===== src/rtl/contador_pkg.sv =====
// Shared types and constants for the contador_trans transfer-sequencing counter.
// Optional auto-restart is enabled by defining CONTADOR_TRANS_RELOAD_EN.
package contador_pkg;

    typedef enum logic [1:0] {
        IDLE = 2'd0,
        RUN  = 2'd1,
        DONE = 2'd2
    } contador_state_t;

    localparam int CONTADOR_N_DEFAULT    = 5;
    localparam int CONTADOR_RX_W_DEFAULT = CONTADOR_N_DEFAULT + 2;

    // All-ones value at which the cumulative transfer count stops.
    localparam logic [CONTADOR_RX_W_DEFAULT-1:0] CONTADOR_SAT_MAX = '1;

endpackage


===== src/rtl/contador_sat.sv =====
// Registered saturating incrementer: counts enabled cycles and holds at all-ones.
module contador_sat
    import contador_pkg::*;
#(
    parameter int W = $bits(CONTADOR_SAT_MAX)
) (
    input  logic         clk,
    input  logic         rst,
    input  logic         en_i,
    output logic [W-1:0] cnt_o
);

    localparam logic [W-1:0] MAX = '1;
    localparam logic [W-1:0] ONE = W'(1);

    logic [W-1:0] cnt_q, cnt_d;

    always_comb begin
        cnt_d = cnt_q;
        if (en_i && (cnt_q != MAX)) begin
            cnt_d = cnt_q + ONE;
        end
    end

    always_ff @(posedge clk or negedge rst) begin
        if (!rst) begin
            cnt_q <= '0;
        end else begin
            cnt_q <= cnt_d;
        end
    end

    assign cnt_o = cnt_q;

endmodule


===== src/rtl/contador_trans.sv =====
// Transfer-sequencing counter: steps a register-file address per completed transfer
// and pulses trans_ready at the programmed count. CONTADOR_TRANS_RELOAD_EN adds auto-restart.
module contador_trans
    import contador_pkg::*;
#(
    parameter int N = CONTADOR_N_DEFAULT
) (
    input  logic         clk,
    input  logic         rst,
    input  logic         start,
    input  logic         cont_trans,
    input  logic         abort,
    input  logic [N:0]   n_tx_end,
    input  logic [N:0]   addr_base,
`ifdef CONTADOR_TRANS_RELOAD_EN
    input  logic         reload,
`endif
    output logic         busy,
    output logic         trans_ready,
    output logic [N:0]   addr2,
    output logic [N:0]   xfer_cnt,
    output logic [N+1:0] n_rx_end
);

    localparam logic [N:0] ONE = (N+1)'(1);

    contador_state_t state_q, state_d;
    logic [N:0] n_end_q, n_end_d;
    logic [N:0] addr_q, addr_d;
    logic [N:0] xfer_q, xfer_d;
    logic [N:0] xfer_inc;
    logic       busy_q, ready_q;
    logic       inc_rx;
`ifdef CONTADOR_TRANS_RELOAD_EN
    logic [N:0] base_q, base_d;
`endif

    assign xfer_inc = xfer_q + ONE;

    // NOTE: every signal driven here gets its hold value first, so no path leaves it unassigned and no latch is inferred.
    always_comb begin
        state_d = state_q;
        n_end_d = n_end_q;
        addr_d  = addr_q;
        xfer_d  = xfer_q;
        inc_rx  = 1'b0;
`ifdef CONTADOR_TRANS_RELOAD_EN
        base_d  = base_q;
`endif
        unique case (state_q)
            IDLE: begin
                if (start && !abort) begin
                    n_end_d = n_tx_end;
                    addr_d  = addr_base;
                    xfer_d  = '0;
`ifdef CONTADOR_TRANS_RELOAD_EN
                    base_d  = addr_base;
`endif
                    state_d = (n_tx_end == '0) ? DONE : RUN;
                end
            end
            RUN: begin
                // Abort outranks a coincident transfer pulse: nothing is counted.
                if (abort) begin
                    state_d = IDLE;
                end else if (cont_trans) begin
                    xfer_d = xfer_inc;
                    addr_d = addr_q + ONE;
                    inc_rx = 1'b1;
                    if (xfer_inc == n_end_q) begin
                        state_d = DONE;
                    end
                end
            end
            DONE: begin
                state_d = IDLE;
`ifdef CONTADOR_TRANS_RELOAD_EN
                if (reload && !abort) begin
                    addr_d  = base_q;
                    xfer_d  = '0;
                    state_d = (n_end_q == '0) ? DONE : RUN;
                end
`endif
            end
            default: state_d = IDLE;
        endcase
    end

    // NOTE: state registers use non-blocking assignments so every flop samples pre-edge values.
    always_ff @(posedge clk or negedge rst) begin
        if (!rst) begin
            state_q <= IDLE;
            n_end_q <= '0;
            addr_q  <= '0;
            xfer_q  <= '0;
            busy_q  <= 1'b0;
            ready_q <= 1'b0;
        end else begin
            state_q <= state_d;
            n_end_q <= n_end_d;
            addr_q  <= addr_d;
            xfer_q  <= xfer_d;
            busy_q  <= (state_d != IDLE);
            ready_q <= (state_d == DONE);
        end
    end

`ifdef CONTADOR_TRANS_RELOAD_EN
    always_ff @(posedge clk or negedge rst) begin
        if (!rst) begin
            base_q <= '0;
        end else begin
            base_q <= base_d;
        end
    end
`endif

    contador_sat #(
        .W (N + 2)
    ) u_rx_sat (
        .clk   (clk),
        .rst   (rst),
        .en_i  (inc_rx),
        .cnt_o (n_rx_end)
    );

    assign busy        = busy_q;
    assign trans_ready = ready_q;
    assign addr2       = addr_q;
    assign xfer_cnt    = xfer_q;

endmodule

===== config.mk =====
export PLATFORM = sky130hd
export DESIGN_NAME = contador_trans
export DESIGN_NICKNAME = d
export VERILOG_FILES = /design/src/rtl/contador_pkg.sv /design/src/rtl/contador_sat.sv /design/src/rtl/contador_trans.sv
export SDC_FILE = /design/constraint.sdc
export NUM_CORES = 1
export LEC_CHECK = 0
export CORE_MARGIN = 1
export CORE_UTILIZATION = 48
export DETAILED_ROUTE_END_ITERATION = 10
export HOLD_SLACK_MARGIN = 0.08
export PLACE_DENSITY = 0.89
export SLEW_MARGIN = 20
export SYNTH_ARGS = -nofsm -noshare
export SYNTH_HDL_FRONTEND = slang
export SYNTH_HIERARCHICAL = 1
export SYNTH_SLANG_ARGS = --single-unit

===== constraint.sdc =====
create_clock -name clk -period 2.1 [get_ports clk]
set_clock_uncertainty 0.15 [all_clocks]
set_input_delay 0.42 -clock clk [delete_from_list [all_inputs] [get_ports clk]]
set_output_delay 0.42 -clock clk [all_outputs]
set_load 0.02 [all_outputs]

==> summary.md, run 1 <==
| Metric | Value |
|---|---|
| Final Util | 68.31% |
| Crit path cell chain | buf_4, clkdlybuf4s50_1 |
| LEAKAGE | 0.9136 nW |
| Worst-skew pair later-pin latency | 0.33 ns |
| Post-route DRC violation count | 0 |
| Die X | 58.44 um |
| P per Cell Area | 917.2 mW/mm^2 |
| Nets@finish | 208 |
| GRT Overall Usage | 23.51% |
| Total die area | 0.003415 sq mm |
| Synthesis-stage register bit count | 29 |
| Clock buffer depth | 2 |
| Final ANT Viol Nets | 0 |
| Die height | 58.44 um |
| CP Class | register to output pin |
| Yosys top cell area share | 47.46% |
| Synth-to-Final Area Change | 35.27% |
| Worst reg2reg startpoint | xfer_cnt[1] |
| Setup Buffers After CTS | 0 |
| Placer Congestion | 0.7908 |
| CTS tree | yes |
| Min cycle time layout | 2.031 ns |
| CTS H-tree lvls | 2 |
| Worst slew pin tran | 0.4860 ns |
| Post-synthesis sequential area ratio | 47.46% |
| Post-synth net total | 159 |
| Largest net degree at the start of global routing | 30 |
| Share of post-route cells with drive strength above 1 | 15.34% |
| CP required | 1.53 ns |
| Post-synthesis cell count | 139 |
| Synth area leaders | dfrtp_1 (47%), mux2_1 (4.4%), o21ai_0 (2.9%) |
| Reg-to-reg slack, setup | 0.17 ns |
| CP top delay family | buffers and inverters |
| CP max stage delay | 0.61 ns |
| RR Endpoint | state_q[0] |
| Clk sinks | 29 |
| Cells on worst reg2reg path | 5 |
| Std-Cell Rows | 20 |
| PortBufs | 37 |
| Post_cts resized | 0 |
| Startpoint Class | register |
| Ys async rst share | 100.0% |
| Pre-antenna DRT Iters | 4 |
| Crit path max fanout | 6 |
| PnR Total Power | 1.897 mW |
| Slew Limit Fails | 0 |
| Hold Fails Final Rpt | 0 |
| Slowest stage cell on the critical path | clkdlybuf4s50_1 |
| Dpl hpwl | 2.614 mm |
| RSZ-0062 raised after global routing | false |
| Antenna violations before repair | 0 |
| WP data arrival | 1.46 ns |
| Routed wl met3 | 178 um |
| Grt total ovfl | 0 |
| Met2 WL | 1.749 mm |
| Crit path depth | 2 |
| Final setup fails | 0 |
| Ys flop type | dfrtp_1 |
| I/O Pins | 38 |
| Antenna Cells | 0 |
| CP Buf/Inv Count | 2 |
| VDD IR max | 0.6443 mV |
| Syn. warnings | 6 |
| Vias per inst | 5.429 |
| Vias in the first global route | 1293 |
| Clk pin slew, worst setup/hold paths | 0.09 ns |
| Setup_tns | 0 ns |
| Slew margin rel. | 67.60% |
| Starting Density | 50.50% |
| Inserted Clock Buffers | 5 |
| Post-synth top area cell | dfrtp_1 |
| Drt total wl | 3.507 mm |
| Iteration-0 DRC Markers | 29 |
| Global-route wire length before repair | 6.016 mm |
| Synth Area per Inst | 11.00 sq um |
| Max Cap Viol | 0 |
| Via Count | 1265 |
| Yosys cell types | 46 |
| M1 wire length | 1.526 mm |
| Core box area | 0.003028 sq mm |
| Fin crit share | 96.71% |
| Number of enable flip-flop cells after synthesis | 0 |
| Worst Setup End Kind | output pin |
| Root buffer cell | clkbuf_4 |
| WL per Instance | 15.05 um |
| Max layer used | met4 |
| Maximum clock frequency | 492.4 MHz |
| Status | complete, no violations |
| Cts hold-fix bufs | 0 |
| Worst Hold Class | input pin to async pin |
| Post-Syn Area | 0.001529 sq mm |
## area by class of cell
cell class | instances | area [sq um]
fill | 216 | 959.7
inverter | 2 | 10.01
clock buffer | 7 | 65.06
clock inverter | 1 | 5.005
multi-input combinational | 104 | 769.5
sequential | 29 | 725.7
timing repair buffer | 46 | 437.9
tap | 44 | 55.05
## cells by family after synthesis
kind of cell / after synthesis / synth area share [%]
DFF: 29 / 47.46
and+or+nand+nor: 45 / 17.27
adders and majority gates: 3 / 2.455
AOI/OAI and AO/OA: 35 / 14.73
xor gates and xnor gates: 9 / 7.037
muxes: 12 / 8.837
buffers and inverters: 6 / 2.209
## worst register-to-register path: cells and delay by family (launching register included)
kind            cells  cell delay, ns
simple gates        1            0.22
flops               1            0.44
compound gates      2            0.47
fa+ha+maj           1            0.25
xor+xnor            1            0.29
## through the flow
stage          instances  instance area (sq um)  hold slack [ns]  setup WS [ns]
2_1_floorplan        139                   1529         -0.02559         0.2016
3_3_place_gp         225                   1998           0.3327       -0.04417
3_5_place_dp         225                   1998           0.3550        -0.1160
4_1_cts              233                   2068           0.3171        0.05366
5_1_grt              233                   2068           0.3383        0.01239
6_report             233                   2068           0.3161        0.06906
## cell usage in the layout (no fill, tap or decap), drive strengths merged, types with 5 or more instances in the layout
cell type	count
o21ai	16
and3	6
clkdlybuf4s50	37
nand2	9
clkbuf	7
mux2	9
a21oi	6
dfrtp	29
buf	9
xnor2	5
nand3	5
nor2	12
## sequential cells by signal, summed over array words and instances, names as in the netlist
| register | count |
|---|---|
| trans_ready | 1 |
| state_q | 2 |
| busy | 1 |
| u_rx_sat/cnt_o | 7 |
| xfer_cnt | 6 |
| addr2 | 6 |
| n_end_q | 6 |
## synthesized netlist by cell type, types with 2 or more instances
cell and count:
dfrtp_1 29, nor2_1 11, nand2_1 9, o21ai_0 9, o21ai_1 7, a21oi_1 6, mux2_1 6, nand3_1 5
xnor2_1 5, and3_1 3, ha_1 3, mux2i_1 3, nand4_1 3, and3_2 2, and4_1 2, buf_4 2
mux2_2 2, nor3_1 2, o21a_1 2, xor2_1 2
## worst max path at each step
stage / startpoint / slack (ns) / endpoint
2_1_floorplan: xfer_cnt[0] / 0.20 / state_q[0]
3_3_place_gp: abort / -0.04 / u_rx_sat/cnt_o[1]
3_5_place_dp: abort / -0.12 / u_rx_sat/cnt_o[1]
4_1_cts: xfer_cnt[0] / 0.05 / xfer_cnt[0]
5_1_grt: xfer_cnt[3] / 0.01 / xfer_cnt[3]
6_report: xfer_cnt[0] / 0.07 / xfer_cnt[0]
## where the power goes
part           switching [mW]  leakage, nW  internal (mW)
clock                   0.199       0.0413          0.194
sequential              0.139        0.373          0.677
combinational           0.329        0.500          0.360
total                   0.667        0.914           1.23
## metal layers
metal,track usage [%],vias up
li1,-,614
met1,30.19,614
met2,38.26,31
met3,7.912,6
met4,6.463,0
met5,0,-
No activity file was read; power rests on OpenSTA's default activity.
==> inputs of run 2 (changes only) <==
Settings changed: GPL_ROUTABILITY_DRIVEN from default to 0, HOLD_SLACK_MARGIN 0.08 to default.
==> results of run 2 <==
Same layout as run 1: the final DEF is identical, and so are final timing and power.
